==> config.mk <==
export PLATFORM = sky130hd
export DESIGN_NAME = wgt_buf_ctrl
export DESIGN_NICKNAME = d
export VERILOG_FILES = /design/src/rtl/wgt_buf_pkg.sv /design/src/rtl/wgt_buf_rd_seq.sv /design/src/rtl/wgt_buf_ctrl.sv
export SDC_FILE = /design/constraint.sdc
export NUM_CORES = 1
export LEC_CHECK = 0
export ABC_AREA = 1
export CAP_MARGIN = 20
export CELL_PAD_IN_SITES_DETAIL_PLACEMENT = 1
export CELL_PAD_IN_SITES_GLOBAL_PLACEMENT = 2
export CORE_ASPECT_RATIO = 1.75
export CORE_MARGIN = 2
export CORE_UTILIZATION = 33
export DETAILED_ROUTE_END_ITERATION = 8
export PLACE_DENSITY = 0.89
export SLEW_MARGIN = 20
export SYNTH_ARGS = -nofsm -noshare
export SYNTH_HDL_FRONTEND = slang
export SYNTH_SLANG_ARGS = --single-unit
==> constraint.sdc <==
create_clock -name clk -period 3.6 [get_ports clk]
set_input_delay 0.54 -clock clk [delete_from_list [all_inputs] [get_ports clk]]
set_output_delay 0.54 -clock clk [all_outputs]
set_load 0.005 [all_outputs]
==> src/rtl/wgt_buf_pkg.sv <==
// Shared types for the double-buffered weight SRAM controller.
//   bank_state_t : per-bank ownership (empty / holding a tile / being read)
//   rd_state_t   : read sequencer state, exported for debug/checkers
package wgt_buf_pkg;

  localparam int NUM_BANKS = 2;

  typedef enum logic [1:0] {
    BANK_EMPTY   = 2'd0,
    BANK_FULL    = 2'd1,
    BANK_READING = 2'd2
  } bank_state_t;

  typedef enum logic [1:0] {
    RD_IDLE   = 2'd0,
    RD_STREAM = 2'd1,
    RD_DRAIN  = 2'd2
  } rd_state_t;

endpackage

==> src/rtl/wgt_buf_rd_seq.sv <==
// Read sequencer for the weight buffer: read FSM, row counter and the
// RD_LAT-deep valid/last pipe that lines vec_valid/vec_last up with b_vec.
// Ports:
//   clk, rst           clock, async active-high reset
//   flush              sync abort: FSM to IDLE, pipe cleared, error cleared
//   ld_start           tile load request from the array
//   tile_ready         bank at the read pointer holds a complete tile
//   ld_stall           array back-pressure, suppresses issue in STREAM
//   rd_len             length of the tile in the bank being read
//   ld_accept          pulse: request accepted, bank becomes READING
//   rd_en, k_idx       SRAM read enable and row
//   vec_valid/last     b_vec qualifiers, RD_LAT cycles after issue
//   ld_done            pulse: tile fully emitted, bank may be released
//   err_underrun       sticky: request seen while idle with no tile
//   rd_state           current FSM state (debug)
module wgt_buf_rd_seq
  import wgt_buf_pkg::*;
#(
  parameter int ADDR_WIDTH = 7,
  parameter int RD_LAT     = 2
) (
  input  logic                  clk,
  input  logic                  rst,
  input  logic                  flush,
  input  logic                  ld_start,
  input  logic                  tile_ready,
  input  logic                  ld_stall,
  input  logic [ADDR_WIDTH:0]   rd_len,
  output logic                  ld_accept,
  output logic                  rd_en,
  output logic [ADDR_WIDTH-1:0] k_idx,
  output logic                  vec_valid,
  output logic                  vec_last,
  output logic                  ld_done,
  output logic                  err_underrun,
  output rd_state_t             rd_state
);

  localparam logic [ADDR_WIDTH:0]   LEN_ONE = 1;
  localparam logic [ADDR_WIDTH-1:0] K_ONE   = 1;

  rd_state_t             state_q, state_d;
  logic [ADDR_WIDTH-1:0] k_q, k_d;
  logic [RD_LAT-1:0]     vld_q, vld_d;
  logic [RD_LAT-1:0]     lst_q, lst_d;
  logic                  err_q, err_d;
  logic                  last_issue;
  logic                  pipe_empty;

  always_comb begin
    rd_en      = (state_q == RD_STREAM) && !ld_stall && !flush;
    last_issue = rd_en && ({1'b0, k_q} == (rd_len - LEN_ONE));
    pipe_empty = (vld_q == '0);
    ld_accept  = (state_q == RD_IDLE) && ld_start && tile_ready && !flush;
    // Release only once the final vec_valid has left the pipe.
    ld_done    = (state_q == RD_DRAIN) && pipe_empty && !flush;

    state_d = state_q;
    k_d     = k_q;
    // A request while busy is dropped silently; only an idle miss is an error.
    err_d   = err_q || ((state_q == RD_IDLE) && ld_start && !tile_ready);

    vld_d    = vld_q << 1;
    vld_d[0] = rd_en;
    lst_d    = lst_q << 1;
    lst_d[0] = last_issue;

    case (state_q)
      RD_IDLE: begin
        if (ld_accept) begin
          state_d = RD_STREAM;
          k_d     = '0;
        end
      end
      RD_STREAM: begin
        if (rd_en) begin
          k_d = k_q + K_ONE;
          if (last_issue) state_d = RD_DRAIN;
        end
      end
      RD_DRAIN: begin
        if (ld_done) state_d = RD_IDLE;
      end
      default: state_d = RD_IDLE;
    endcase

    if (flush) begin
      state_d = RD_IDLE;
      k_d     = '0;
      err_d   = 1'b0;
      vld_d   = '0;
      lst_d   = '0;
    end
  end

  always_ff @(posedge clk or posedge rst) begin
    if (rst) begin
      state_q <= RD_IDLE;
      k_q     <= '0;
      vld_q   <= '0;
      lst_q   <= '0;
      err_q   <= 1'b0;
    end else begin
      state_q <= state_d;
      k_q     <= k_d;
      vld_q   <= vld_d;
      lst_q   <= lst_d;
      err_q   <= err_d;
    end
  end

  assign k_idx        = k_q;
  assign vec_valid    = vld_q[RD_LAT-1];
  assign vec_last     = lst_q[RD_LAT-1];
  assign err_underrun = err_q;
  assign rd_state     = state_q;

endmodule

==> src/rtl/wgt_buf_ctrl.sv <==
// Ping-pong controller for the two-bank weight SRAM. The DMA fills one bank
// while the systolic array drains the other; a bank only accepts writes when
// EMPTY, so a bank under read can never be written.
// Ports:
//   clk, rst, flush                       clock, async reset, sync abort
//   wr_valid, wr_last, wr_ready           DMA row handshake
//   we, waddr, bank_sel_wr                SRAM write side
//   ld_start, ld_stall                    array load request / back-pressure
//   tile_ready, ld_busy, ld_done          load status
//   rd_en, k_idx, bank_sel_rd             SRAM read side
//   vec_valid, vec_last                   b_vec qualifiers
//   bank_full, err_underrun               per-bank FULL flags, sticky error
// Handshake: a row transfers in exactly the cycles where wr_valid and
// wr_ready are both high; wr_ready does not depend on wr_valid, and the DMA
// holds the row and wr_last stable until it transfers.
module wgt_buf_ctrl
  import wgt_buf_pkg::*;
#(
  parameter int ADDR_WIDTH = 7,
  parameter int RD_LAT     = 2
) (
  input  logic                  clk,
  input  logic                  rst,
  input  logic                  flush,
  input  logic                  wr_valid,
  input  logic                  wr_last,
  output logic                  wr_ready,
  output logic                  we,
  output logic [ADDR_WIDTH-1:0] waddr,
  output logic                  bank_sel_wr,
  input  logic                  ld_start,
  input  logic                  ld_stall,
  output logic                  tile_ready,
  output logic                  ld_busy,
  output logic                  ld_done,
  output logic                  rd_en,
  output logic [ADDR_WIDTH-1:0] k_idx,
  output logic                  bank_sel_rd,
  output logic                  vec_valid,
  output logic                  vec_last,
  output logic [NUM_BANKS-1:0]  bank_full,
  output logic                  err_underrun
);

  localparam logic [ADDR_WIDTH:0]   LEN_ONE = 1;
  localparam logic [ADDR_WIDTH-1:0] CNT_ONE = 1;

  bank_state_t           bank_q [NUM_BANKS];
  bank_state_t           bank_d [NUM_BANKS];
  logic [ADDR_WIDTH:0]   len_q  [NUM_BANKS];
  logic [ADDR_WIDTH:0]   len_d  [NUM_BANKS];
  logic                  wr_bank_q, wr_bank_d;
  logic                  rd_bank_q, rd_bank_d;
  logic [ADDR_WIDTH-1:0] wr_cnt_q, wr_cnt_d;
  logic                  fill_close;
  logic                  ld_accept;
  rd_state_t             rd_state;

  assign wr_ready    = (bank_q[wr_bank_q] == BANK_EMPTY) && !flush;
  assign we          = wr_valid && wr_ready;
  assign waddr       = wr_cnt_q;
  assign bank_sel_wr = wr_bank_q;
  assign bank_sel_rd = rd_bank_q;
  assign tile_ready  = (bank_q[rd_bank_q] == BANK_FULL);
  assign ld_busy     = (rd_state != RD_IDLE);
  // A tile closes on wr_last or when the bank's last row is written.
  assign fill_close  = we && (wr_last || (wr_cnt_q == {ADDR_WIDTH{1'b1}}));

  always_comb begin
    for (int b = 0; b < NUM_BANKS; b++) bank_full[b] = (bank_q[b] == BANK_FULL);
  end

  // Fill completion and read release can never touch the same bank in one
  // cycle (fill needs EMPTY, release needs READING), so both apply freely.
  always_comb begin
    bank_d    = bank_q;
    len_d     = len_q;
    wr_bank_d = wr_bank_q;
    rd_bank_d = rd_bank_q;
    wr_cnt_d  = wr_cnt_q;

    if (we) begin
      if (fill_close) begin
        len_d[wr_bank_q]  = {1'b0, wr_cnt_q} + LEN_ONE;
        bank_d[wr_bank_q] = BANK_FULL;
        wr_cnt_d          = '0;
        wr_bank_d         = !wr_bank_q;
      end else begin
        wr_cnt_d = wr_cnt_q + CNT_ONE;
      end
    end

    if (ld_accept) bank_d[rd_bank_q] = BANK_READING;

    if (ld_done) begin
      bank_d[rd_bank_q] = BANK_EMPTY;
      rd_bank_d         = !rd_bank_q;
    end

    if (flush) begin
      for (int b = 0; b < NUM_BANKS; b++) bank_d[b] = BANK_EMPTY;
      wr_bank_d = 1'b0;
      rd_bank_d = 1'b0;
      wr_cnt_d  = '0;
    end
  end

  always_ff @(posedge clk or posedge rst) begin
    if (rst) begin
      for (int b = 0; b < NUM_BANKS; b++) begin
        bank_q[b] <= BANK_EMPTY;
        len_q[b]  <= '0;
      end
      wr_bank_q <= 1'b0;
      rd_bank_q <= 1'b0;
      wr_cnt_q  <= '0;
    end else begin
      bank_q    <= bank_d;
      len_q     <= len_d;
      wr_bank_q <= wr_bank_d;
      rd_bank_q <= rd_bank_d;
      wr_cnt_q  <= wr_cnt_d;
    end
  end

  wgt_buf_rd_seq #(
    .ADDR_WIDTH (ADDR_WIDTH),
    .RD_LAT     (RD_LAT)
  ) u_rd_seq (
    .clk          (clk),
    .rst          (rst),
    .flush        (flush),
    .ld_start     (ld_start),
    .tile_ready   (tile_ready),
    .ld_stall     (ld_stall),
    .rd_len       (len_q[rd_bank_q]),
    .ld_accept    (ld_accept),
    .rd_en        (rd_en),
    .k_idx        (k_idx),
    .vec_valid    (vec_valid),
    .vec_last     (vec_last),
    .ld_done      (ld_done),
    .err_underrun (err_underrun),
    .rd_state     (rd_state)
  );

endmodule
* Word-level counts from Yosys, hierarchy flattened *
Index checks and enable logic that the tools add are counted.

word-level totals
  output and inout bits = 27
  word-level logic and storage cells = 116
  input bits = 7
  RAM bits = 0
  latch bits = 0
  bits in registers = 43
  memory bits (read-only) = 0
  memories kept = 0

cells by class
  add/sub/neg operators = 4
  reductions and logical operators = 33
  multiply operators = 0
  muxes and demuxes = 42
  bitwise logic cells = 10
  divide/modulo/power cells = 0
  equality and inequality tests = 11
  shifts and indexed selects = 0
  magnitude comparators = 4

operator list
  cell                   count
  $mux W7                6
  $mux W8                4
  $mux W2                15
  $mux W4                5
  $bwmux W16             1
  $add A7 B1 Y7 const B  2
  $logic_and A1 B1 Y1    14
  $pmux W7 S2            1
  $ne A3 B3 Y1 const B   3
  $add A7 B1 Y8 const B  1
  $demux W8 S1           1
  $eq A2 B1 Y1 const B   4
  $eq A7 B8 Y1           1
  $reduce_bool A2 Y1     4
  $sub A8 B1 Y8 const B  1
  $eq A7 B7 Y1 const B   1
  $logic_not A2 Y1       3
  $mux W1                6
  $pmux W2 S3            1
  $logic_not A1 Y1       5
  $and A2 B2 Y2          2
  $and A4 B4 Y4          1
  $demux W2 S1           2
  $ge A2 B2 Y1 const B   2
  other kinds (12)       18

* Logic depth before layout (Yosys ltp) *
Gate-level depths: netlist of the first run.

  word-level depth = 15
  depth in mapped cells = 16

* Cells and area by module *
A second synthesis of the first run with hierarchy kept.

second synthesis, totals
  cell total of the unflattened synthesis = 353
  area, all modules = 2548.7 um2

by module, submodules not included
  module          sequential area each (um2)  instances  cells an instance  area an instance (um2)
  wgt_buf_ctrl    725.7                       1          199                1501.4
  wgt_buf_rd_seq  350.3                       1          154                1047.3

* Worst setup path before layout of the first run *
OpenSTA, ideal clock, no wires.

  path type = reg-to-reg
  from = register rd_bank_q (netlist: bank_sel_rd)
  to = register u_rd_seq.state_q[0] (netlist: u_rd_seq.rd_state[0])
  cell stages (with the launch flop) = 16
  data required time = 3.484 ns
  path buffers = 1
  arrival = 1.761 ns
  slack = 1.723 ns
  setup time = 0.116 ns
  cells stage by stage = dfrtp_1 inv_1 buf_2 nand2_1 nand2_1 inv_1 ha_1 xnor2_1 nor2_1 nand2_1 nor2_1 nand3_1 nor2_1 nand2_1 nand2_1 nand2_1

on the way
  cells in the longest elaborated chain, start to end = 9
  elaborated cells on any way between the ends = 16

ends and longest elaborated chain
  element                                                                        RTL line                                    source
  start, declared                                                                wgt_buf_ctrl.sv:53                          logic rd_bank_q, rd_bank_d;
  start signal, assigned                                                         wgt_buf_ctrl.sv:121                         rd_bank_q <= rd_bank_d;
  $not A1 Y2 (implied by the code) *                                             wgt_buf_ctrl.sv:64, wgt_buf_ctrl.sv:136
  $mux W8 (implied by the code) / $mux W2 (equally long branches) (3 in series)  wgt_buf_ctrl.sv:136, wgt_buf_ctrl.sv:64
  $sub A8 B1 Y8 / $eq A2 B1 Y1 (equally long branches)                           wgt_buf_rd_seq.sv:52, wgt_buf_ctrl.sv:64
  $eq A7 B8 Y1 / $logic_and A1 B1 Y1 (equally long branches)                     wgt_buf_rd_seq.sv:52, wgt_buf_rd_seq.sv:54
  $logic_and A1 B1 Y1 (on tied branches)                                         wgt_buf_rd_seq.sv:52, wgt_buf_rd_seq.sv:54
  $ne A3 B2 Y1 (no source line) / $ne A3 B3 Y1 (equally long branches)           -
  $reduce_and A4 Y1 (no source line) *                                           -
  end signal, assigned                                                           wgt_buf_rd_seq.sv:104                       state_q <= state_d;
  end, declared                                                                  wgt_buf_rd_seq.sv:42                        rd_state_t state_q, state_d;

Mark *: on every way between the ends. The rest lies on a longest branch, timed or not. The select of a mux whose other input is x is not followed.
A chain may end at the register's enable or synchronous reset.

* Worst setup path after layout of the first run *
  from = input flush
  to = output we

on the way
  cells in the longest elaborated chain, start to end = 3

ends and longest elaborated chain
  element              RTL line            source
  start, declared      wgt_buf_ctrl.sv:24  input logic flush,
  $logic_not A1 Y1     wgt_buf_ctrl.sv:59  assign wr_ready = (bank_q[wr_bank_q] == BANK_EMPTY) && !flush;
  $logic_and A1 B1 Y1  wgt_buf_ctrl.sv:59
  $logic_and A1 B1 Y1  wgt_buf_ctrl.sv:60  assign we = wr_valid && wr_ready;
  end, declared        wgt_buf_ctrl.sv:28  output logic we,

Every way passes these cells.

==> results of run 1 <==
[stage by stage]
stage / power, mW / std cells
finish: 1.378 / 488
global route: 1.459 / 488
CTS: 1.397 / 488
detailed placement: 0.8457 / 480
global placement: 0.8308 / 480
floorplan: 0.7492 / 362
[Yosys cell counts (3+ instances only)]
library cell and instances:
o21ai_2 12, nand3_1 30, nand2_1 114, inv_1 58
nor3_1 5, buf_2 4, dfrtp_1 43, ha_1 3
inv_2 3, xor2_1 4, o21ai_0 15, nor2_1 41
a21oi_1 5, o22ai_1 4
[power by group]
part	switching, mW	internal (mW)	total (mW)
clock network	0.195	0.349	0.544
registers	0.0214	0.510	0.532
logic	0.195	0.107	0.302
total	0.412	0.966	1.38
[flip-flops by register name, indices dropped and copies added (netlist names)]
| signal | count |
|---|---|
| u_rd_seq.vld_q | 2 |
| len_q | 16 |
| bank_sel_wr | 1 |
| waddr | 7 |
| u_rd_seq.rd_state | 2 |
| u_rd_seq.lst_q | 2 |
| u_rd_seq.err_underrun | 1 |
| u_rd_seq.k_idx | 7 |
| bank_sel_rd | 1 |
| bank_q | 4 |
[logic make-up (layout without fill, tap and decap cells)]
logic type / after synthesis / after routing / share of synthesized area
AO/OA/AOI/OAI: 43 / 43 / 0.1120
XOR/XNOR: 6 / 6 / 0.02054
adder cells (fa/ha/maj): 3 / 3 / 0.01467
buffers and inverters: 68 / 106 / 0.1090
flip-flops: 43 / 43 / 0.4205
AND/OR/NAND/NOR: 199 / 199 / 0.3232
[layer usage]
metal / share of wire / global-route usage / up-vias
met4: 0.026 / 0.06250 / 0
met1: 0.37 / 0.1706 / 1148
li1: - / - / 1196
met5: 0 / 0 / -
met2: 0.58 / 0.3555 / 28
met3: 0.019 / 0.01750 / 12
[worst paths after layout]
check	endpoint	start	slack, ns	depth (start not counted)
worst max-delay path	we	flush	0.97	5
worst min-delay path	len_q[15]	len_q[15]	0.48	2
worst max register to register	u_rd_seq.rd_state[1]	bank_sel_rd	1.27	11
worst min register to register	len_q[15]	len_q[15]	0.48	2
max in group asynchronous	u_rd_seq.k_idx[6]	rst	2.52	3
min in group asynchronous	bank_sel_wr	rst	0.70	3
[final cells by class]
class	count	share of cell area
flip-flops and latches	43	0.3409
inverters	61	0.07253
multi-input cells	251	0.3813
repair buffers	37	0.1141
clock inverters	2	0.01229
clock buffers	6	0.04400
well taps	88	0.03488
[worst reg2reg max path, cell delays in order, from the launching register on]
cell and delay (ns):
dfrtp_1 0.47, buf_4 0.24, nand2_1 0.09, nand2_1 0.15, ha_1 0.21, nand3_1 0.15
nor2_1 0.27, xnor2_1 0.22, nand2_1 0.10, nor2_1 0.21, nand3_1 0.10, nand2_1 0.07
==> results.md, run 1 <==
* CTS Root Cell: clkbuf_16
* Vias at 2384
* Clock-pin slew on the worst setup and hold paths at 0.06 ns
* Area contributors post-synth: dfrtp_1 (42%), nand2_1 (17%), inv_1 (8.5%)
* Critical Path RT at 3.06 ns
* Lkg Pwr at 1.534 nW
* Synthesized flop and latch total at 43
* Dpl hpwl at 5478 um
* Ys flop type: dfrtp_1
* Worst slack, placed at 0.9771 ns
* Routability cong. at 0.8277
* Peak supply drop at 0.1929 mV
* GRT overflow at 0
* N_diodes at 0
* Drc violations at 0
* Commonest cells after routing, fill and taps aside: nand2_1 (114), inv_1 (57), dfrtp_1 (43)
* Maximum clock path buffer count at 2
* # fillers at 977
* Cts hold-fix bufs at 0
* Routed len/inst at 13.85 um
* Status: complete, no violations
* RSZ-0062 raised after global routing: false
* Syn avg cell area at 7.068 um2
* Commonest non-fill, non-tap cell in the layout: nand2_1
* IO buf count at 33
* Die width at 70.57 um
* Count of different cell masters after synthesis at 31
* FMAX at 0.3807 GHz
* Fin. Hold Viols at 0
* Initial antenna violation count at 0
* Post-synthesis sequential area ratio at 0.4205
* Register area at 1076 um2
* Vias in the first global route at 2687
* Clock Latency Late Sink at 0.28 ns
* Family with the most delay on the worst path: buffers and inverters
* Fraction of layout cells with a size suffix above 1 at 0.08750
* Worst-margin pin slew at 0.5559 ns
* DRT antenna net count at 0
* CP Class: input pin to primary output
* Number of max-cap violations at 0
* Critical path peak fanout at 12
* GRT Total Usage at 0.1727
* Hold Worst Slack at 0.4788 ns
* Max Slew Vio Count at 0
* CTS tree: yes
* Worst Skew at 0.003840 ns
* Pre-antenna DRT Iters at 4
* Hold Path Class: register to register
* TNS Setup at 0 ns
* Largest stage delay, worst path at 0.50 ns
* Highest-delay cell along the critical path: clkdlybuf4s50_1
* Syn_nets at 372
* Final non-filler cell area at 3157 um2
* Starting DRT DRC Count at 69
* Starting Density at 0.3381
* Cell area power density at 436.4 nW/um2
* Synth Warn # at 0
* Top cell type's share of synthesized area at 0.4205
* Pin count of the biggest net entering global routing at 44
* Core Util, Final at 0.4172
* # nets final at 409
* Die Y at 120.5 um
* Worst Path Buf+Inv at 4
* Post-synth EDFFs at 0
* Asr flop ratio synth at 1.000
* Final min period at 2.627 ns
* Core region area at 7567 um2
* # IOs at 34
* Vias/cell at 4.885
* Detailed Route WL at 6757 um
* Relative slew slack at 0.6294
* Total die area at 8502 um2
* Setup violators final at 0
* CTS Buf Count at 5
* Post-CTS Setup Bufs at 0
* CTS resizes at 0
* WP data arrival at 2.09 ns
* H-tree Lvls at 2
* Crit-path cells: clkdlybuf4s50_1 > inv_1 > nand3_2 > inv_2 > clkdlybuf4s50_1
* Cells after Synth at 362
* Tcrit/Tclk final at 0.7297
* Critical Path Start Type: input pin
* Sink Count at 43
* Crit path setup slack, layout at 0.9731 ns
* Most frequent cell on the critical path: clkdlybuf4s50_1
* Area grow syn2layout at 23.37%
* Row cnt at 42
* DP Area at 2979 um2
* First-pass GRT wire length at 11850 um
* Leading area contributor after synthesis: dfrtp_1
* Worst Setup End Kind: primary output
* Synthesized cell area at 2559 um2
* Area occupied by multi-input gates at 1204 um2
No activity file was read; power rests on OpenSTA's default activity.
==> run 2: changes to the inputs <==
Settings changed: CORE_UTILIZATION 33 to 28, PLACE_DENSITY 0.89 to 0.81.
Clock period 3.6 ns to 2.2 ns, I/O delays scaled along.
==> results.md, run 2 (synthesis results as in run 1) <==
* Hold Path Class: input pin to asynchronous set/reset pin (was register to register)
* Max reg flops at 16 (unchanged)
* Routed len/inst at 13.99 um (was 13.85 um)
* Die Y at 130.5 um (was 120.5 um)
* Maximum clock path buffer count at 2 (unchanged)
* Cell area power density at 651.8 nW/um2 (was 436.4 nW/um2)
* Tcrit/Tclk final at 0.9432
* Reg with most FFs: len_q (unchanged)
* Final non-filler cell area at 3267 um2 (was 3157 um2)
* H-tree Lvls at 2 (unchanged)
* Worst Skew at 0.003566 ns (was 0.003840 ns)
* Flop-to-flop setup slack at 0.29 ns (was 1.27 ns)
* # fillers at 1161 (was 977)
* Routability cong. at 0.7777 (was 0.8277)
* Core region area at 8979 um2 (was 7567 um2)
* CTS Root Cell: clkbuf_16 (unchanged)
* Vias at 2427 (was 2384)
* Vias/cell at 4.571 (was 4.885)
* CTS tree: yes (unchanged)
* N_diodes at 0 (unchanged)
* GRT overflow at 0 (unchanged)
* Fin. Hold Viols at 0 (unchanged)
* Setup violators final at 0 (unchanged)
* Clock share of power at 0.349 (was 0.395)
* Commonest cells after routing, fill and taps aside: nand2_1 (114), inv_1 (57), dfrtp_1 (43) (unchanged)
* Status: complete, no violations (unchanged)
* Pre-antenna DRT Iters at 4 (unchanged)
* Lkg Pwr at 1.578 nW (was 1.534 nW)
* Sink Count at 43 (unchanged)
* Starting DRT DRC Count at 64 (was 69)
* CP Class: register to primary output (was input pin to primary output)
* Combinational Power Share at 0.245 (was 0.219)
* Critical path peak fanout at 4 (was 12)
* DP Area at 3092 um2 (was 2979 um2)
* Critical Path Start Type: register (was input pin)
* Critical Path RT at 1.87 ns (was 3.06 ns)
* Total die area at 9949 um2 (was 8502 um2)
* Pin count of the biggest net entering global routing at 29 (was 44)
* # IOs at 34 (unchanged)
* Drc violations at 0 (unchanged)
* First-pass GRT wire length at 12180 um (was 11850 um)
* FMAX at 0.4819 GHz
* Dpl hpwl at 6042 um (was 5478 um)
* Row cnt at 46 (was 42)
* # nets final at 420 (was 409)
* Clock Latency Late Sink at 0.29 ns (was 0.28 ns)
* Vias in the first global route at 2499 (was 2687)
* Hold Worst Slack at 0.3485 ns (was 0.4788 ns)
* Number of max-cap violations at 0 (unchanged)
* GRT Total Usage at 0.1573 (was 0.1727)
* Switch share at 0.3163 (was 0.2987)
* Clock-pin slew on the worst setup and hold paths at 0.06 ns (about the same)
* Worst Setup End Kind: primary output (unchanged)
* TNS Setup at 0 ns (unchanged)
* Seq pwr share at 0.406 (was 0.386)
* Final min period at 2.075 ns
* NetSw at 0.6735 mW (was 0.4115 mW)
* Max Slew Vio Count at 0 (unchanged)
* Commonest non-fill, non-tap cell in the layout: nand2_1 (unchanged)
* Starting Density at 0.2850 (was 0.3381)
* RSZ-0062 raised after global routing: false (unchanged)
* Initial antenna violation count at 0 (unchanged)
* CTS Buf Count at 5 (unchanged)
* Area grow syn2layout at 27.68% (was 23.37%)
* Peak supply drop at 0.4188 mV (was 0.1929 mV)
* Int Pwr at 1.456 mW (was 0.9660 mW)
* Die width at 76.26 um (was 70.57 um)
* Detailed Route WL at 7427 um (was 6757 um)
* Fraction of layout cells with a size suffix above 1 at 0.1144 (was 0.08750)
* IO buf count at 33 (unchanged)
* WP data arrival at 1.75 ns (was 2.09 ns)
* DRT antenna net count at 0 (unchanged)
* Worst-margin pin slew at 0.4575 ns (was 0.5559 ns)
* Relative slew slack at 0.6926 (was 0.6294)
==> run 2: cell type report <==
type	instances	area (um2)	area share
tap	120	150.1	0.04596
inverter	61	229.0	0.07009
clock inverter	2	12.51	0.003830
sequential	43	1076	0.3294
clock buffer	6	128.9	0.03945
multi-input combinational	251	1215	0.3719
timing repair buffer	48	455.4	0.1394
==> run 2: layer usage <==
| metal | wire, um | up-vias | part of all wire | GRT usage |
|---|---|---|---|---|
| li1 | - | 1224 | - | - |
| met3 | 112 | 7 | 0.015 | 0.02060 |
| met5 | 0 | - | 0 | 0 |
| met2 | 4472 | 18 | 0.60 | 0.3332 |
| met4 | 112 | 0 | 0.015 | 0.05668 |
| met1 | 2729 | 1178 | 0.37 | 0.1517 |
==> run 2: critical path, stage by stage, from the launching register on <==
cell and delay [ns]:
dfrtp_1 0.41, nor2_1 0.13, nand2_1 0.10, o31ai_4 0.08, nand3_2 0.13, inv_2 0.10
clkdlybuf4s50_1 0.50
==> run 2: power groups by stage <==
stage / sequential [mW] / clock [mW] / combinational [mW]
floorplan: 0.874 / 0 / 0.352
global placement: 0.879 / 0 / 0.507
detailed placement: 0.881 / 0 / 0.519
CTS: 0.865 / 0.765 / 0.528
global route: 0.871 / 0.801 / 0.608
finish: 0.865 / 0.742 / 0.522
==> run 2: repair_timing <==
item / CTS / global route
endpoints found under the setup margin: 1 / 3
pin swaps: 0 / 1
buffers inserted: 2 / 1
endpoints found under the hold margin: 0 / 0
hold buffers: 0 / 0
resized for setup: 0 / 2
==> run 2: worst paths after layout <==
kind / from / endpoint / cells past startpoint
min in group clk: u_rd_seq.lst_q[0] / u_rd_seq.lst_q[1] / 2
hold / removal: rst / u_rd_seq.k_idx[5] / 2
hold reg to reg: u_rd_seq.lst_q[0] / u_rd_seq.lst_q[1] / 2
max in group asynchronous: rst / bank_q[2] / 3
setup / recovery: bank_sel_wr / we / 6
setup reg to reg: bank_sel_rd / u_rd_seq.rd_state[0] / 14
==> run 2: per-stage QoR <==
step	utilization	power (mW)	std cells	setup WS, ns
floorplan	-	1.226	362	0.3229
global placement	0.3443	1.386	520	0.1746
detailed placement	0.3443	1.400	520	0.1678
CTS	0.3618	2.159	530	0.01559
global route	0.3639	2.279	531	0.02593
finish	0.3639	2.129	531	0.1250
==> run 3: changes to the inputs <==
Settings changed: ABC_AREA 1 to unset, CORE_UTILIZATION 28 to 30.
==> results.md, run 3 <==
* Commonest cells in the netlist: dfrtp_1 (43), nand2_1 (32), o21ai_0 (24) (was nand2_1 (114), inv_1 (58), dfrtp_1 (43))
* Critical Path RT at 2.37 ns (was 1.87 ns)
* Top cell type's share of synthesized area at 0.4744 (was 0.4205)
* Vias/cell at 5.030 (was 4.571)
* Starting DRT DRC Count at 105 (was 64)
* TNS Setup at 0 ns (unchanged)
* Reg with most FFs: len_q (unchanged)
* Peak supply drop at 0.3390 mV (was 0.4188 mV)
* GRT overflow at 0 (unchanged)
* Flop-to-flop setup slack at 0.05 ns (was 0.29 ns)
* Syn_nets at 256 (was 372)
* First-pass GRT wire length at 10480 um (was 12180 um)
* Critical path peak fanout at 5 (was 4)
* Leading area contributor after synthesis: dfrtp_1 (unchanged)
* CTS Root Cell: clkbuf_16 (unchanged)
* Largest stage delay, worst path at 0.54 ns (was 0.50 ns)
* # IOs at 34 (unchanged)
* Final min period at 2.147 ns (was 2.075 ns)
* FMAX at 0.4659 GHz (was 0.4819 GHz)
* Highest-delay cell along the critical path: or4_4 (was clkdlybuf4s50_1)
* Maximum clock path buffer count at 2 (unchanged)
* Clock share of power at 0.376 (was 0.349)
* Hold Path Class: input pin to asynchronous set/reset pin (unchanged)
* Synth Warn # at 0 (unchanged)
* Switch share at 0.2645 (was 0.3163)
* DP Area at 2910 um2 (was 3092 um2)
* Die width at 69.73 um (was 76.26 um)
* Dpl hpwl at 4581 um (was 6042 um)
* Post-Synth XOR/XNOR Area at 0.06950 (was 0.02054)
* RSZ-0062 raised after global routing: true (was false)
* Total die area at 8300 um2 (was 9949 um2)
* Die Y at 119.0 um (was 130.5 um)
* H-tree Lvls at 2 (unchanged)
* Area grow syn2layout at 40.60% (was 27.68%)
* Area contributors post-synth: dfrtp_1 (47%), o21ai_0 (5.3%), nand2_1 (5.3%) (was dfrtp_1 (42%), nand2_1 (17%), inv_1 (8.5%))
* Status: complete, no violations (unchanged)
* CP Class: register to register (was register to primary output)
* Worst Path Buf+Inv at 0 (was 2)
* Commonest cells after routing, fill and taps aside: dfrtp_1 (42), buf_4 (34), nand2_1 (32) (was nand2_1 (114), inv_1 (57), dfrtp_1 (43))
* Fin. Hold Viols at 0 (unchanged)
* Hold Worst Slack at 0.3916 ns (was 0.3485 ns)
* Compound-gate portion of the synthesized area at 0.1633 (was 0.1120)
* CTS Buf Count at 5 (unchanged)
* Reg2reg start: bank_sel_rd (unchanged)
* Routed len/inst at 14.96 um (was 13.99 um)
* Post-synthesis adder-cell area fraction at 0.01655 (was 0.01467)
* DRT antenna net count at 0 (unchanged)
* Syn avg cell area at 9.221 um2 (was 7.068 um2)
* Worst Setup End Kind: register (was primary output)
* IO buf count at 33 (unchanged)
* Max reg flops at 16 (unchanged)
* Cells after Synth at 246 (was 362)
* Lkg Pwr at 1.465 nW (was 1.578 nW)
* Int Pwr at 1.421 mW (was 1.456 mW)
* Post-synthesis mux area share at 0.04026 (was 0)
* Pre-antenna DRT Iters at 4 (unchanged)
* Max Slew Vio Count at 0 (unchanged)
* R2r endpoint: u_rd_seq.rd_state[0] (unchanged)
* Row cnt at 42 (was 46)
* Clock-pin slew on the worst setup and hold paths at 0.06 ns (about the same)
* Combinational Power Share at 0.191 (was 0.245)
* Relative slew slack at 0.7129 (was 0.6926)
* Fraction of layout cells with a size suffix above 1 at 0.2120 (was 0.1144)
* Synthesized flop and latch total at 43 (unchanged)
* Setup violators final at 0 (unchanged)
* Cell area power density at 606.0 nW/um2 (was 651.8 nW/um2)
* Sink Count at 43 (unchanged)
* Final non-filler cell area at 3189 um2 (was 3267 um2)
* Asr flop ratio synth at 1.000 (unchanged)
* Vias in the first global route at 2185 (was 2499)
* N_diodes at 0 (unchanged)
* Ys flop type: dfrtp_1 (unchanged)
* R2r worst-path depth at 6 (was 14)
* Seq pwr share at 0.433 (was 0.406)
* Family with the most delay on the worst path: compound AO/OA/AOI/OAI gates (was buffers and inverters)
* Pin count of the biggest net entering global routing at 44 (was 29)
* Cts hold-fix bufs at 0 (unchanged)
* Tcrit/Tclk final at 0.9757 (was 0.9432)
* Clock Latency Late Sink at 0.28 ns (was 0.29 ns)
* Starting Density at 0.3040 (was 0.2850)
* Number of max-cap violations at 0 (unchanged)
* Detailed Route WL at 6043 um (was 7427 um)
* CTS tree: yes (unchanged)
* Commonest non-fill, non-tap cell in the layout: dfrtp_1 (was nand2_1)
* Largest family of logic cells by synthesized area: simple AND/OR/NAND/NOR gates (unchanged)
* Crit-path cells: or4_4 > a222oi_1 > xor2_1 > o21ai_2 > o41ai_2 > a21boi_1 (was nor2_1 > nand2_1 > o31ai_4 > nand3_2 > inv_2 > clkdlybuf4s50_1)
* Post-synthesis sequential area ratio at 0.4744 (was 0.4205)
* Worst-margin pin slew at 0.4273 ns (was 0.4575 ns)
* Critical Path Start Type: register (unchanged)
* Routability cong. at 0.7385 (was 0.7777)
* Count of different cell masters after synthesis at 44 (was 31)
* # fillers at 886 (was 1161)
* GRT Total Usage at 0.1568 (was 0.1573)
* Post-synth EDFFs at 0 (unchanged)
* Initial antenna violation count at 0 (unchanged)
* Core region area at 7462 um2 (was 8979 um2)
* Synthesized cell area at 2268 um2 (was 2559 um2)
* Drc violations at 0 (unchanged)
* Worst Skew at 0.004124 ns (was 0.003566 ns)
* Vias at 2032 (was 2427)
* Synth Area in Simple Gates at 0.1975 (was 0.3232)
* NetSw at 0.5113 mW (was 0.6735 mW)
* Most numerous cell in the Yosys netlist: dfrtp_1 (was nand2_1)
* WP data arrival at 2.31 ns (was 1.75 ns)
* # nets final at 325 (was 420)
[run 3: cell types whose count changed in the layout (fill, tap and decap cells not counted), sizes merged, moves of 11 or more]
cell and delta:
inv -49, buf +22, nand2 -83, nand3 -27
xnor2 +11, nor2 -24
[run 3: how the worst max path moves through the flow]
stage                                    start                   end  depth (start not counted)
final                              bank_sel_rd  u_rd_seq.rd_state[0]                          6
after CTS                 u_rd_seq.rd_state[0]               ld_done                          5
after floorplan                    bank_sel_rd  u_rd_seq.rd_state[0]                          7
after global placement             bank_sel_rd  u_rd_seq.rd_state[0]                          8
after global routing               bank_sel_rd  u_rd_seq.rd_state[0]                          9
after detailed placement           bank_sel_rd  u_rd_seq.rd_state[0]                          8
[run 3: repair_timing]
action                     4_1_cts  5_1_grt
cloned                           0        1
pin swaps                        6        6
setup buffers                    6        0
setup endpoints to repair        6       19
resized for setup                8       18
[run 3: layer usage]
layer / up-vias / share of wire / GRT usage / wire length [um]
li1: 997 / - / - / -
met1: 1004 / 0.38 / 0.1708 / 2303
met2: 24 / 0.58 / 0.3041 / 3522
met3: 7 / 0.020 / 0.02284 / 122
met4: 0 / 0.016 / 0.05048 / 95
met5: - / 0 / 0 / 0
[run 3: cells by family after synthesis]
kind of cell,Yosys count
xor gates and xnor gates,18
AOI/OAI and AO/OA,62
muxes,9
adders and majority gates,3
DFF,43
and+or+nand+nor,90
buffers and inverters,21
[run 3: through the flow]
step	setup slack [ns]	cells	utilization	power (mW)
after global routing	-0.05866	404	0.4274	2.029
after CTS	0.02240	403	0.4173	1.924
final	0.05345	404	0.4274	1.933
after global placement	-0.1368	389	0.3900	1.179
after detailed placement	-0.1926	389	0.3900	1.189
after floorplan	-0.03200	246	-	1.032
[run 3: worst min-delay path, delay by kind of cell]
| family | cells | cell delay (ns) |
|---|---|---|
| buffers and inverters | 3 | 0.71 |
[run 3: area by class of cell]
class | instances | area, um2 | share of cell area
Timing Repair Buffer | 70 | 633.1 | 0.1985
Tap cell | 88 | 110.1 | 0.03452
Multi-Input combinational cell | 182 | 1179 | 0.3696
Inverter | 13 | 48.80 | 0.01530
Clock buffer | 6 | 128.9 | 0.04041
Sequential cell | 43 | 1077 | 0.3378
Clock inverter | 2 | 12.51 | 0.003923
[run 3: power by group through the flow]
stage / Combinational, mW / Clock, mW / Sequential (mW)
floorplan: 0.183 / 0 / 0.849
global placement: 0.331 / 0 / 0.849
detailed placement: 0.340 / 0 / 0.849
CTS: 0.350 / 0.739 / 0.835
global route: 0.410 / 0.780 / 0.839
finish: 0.370 / 0.727 / 0.836
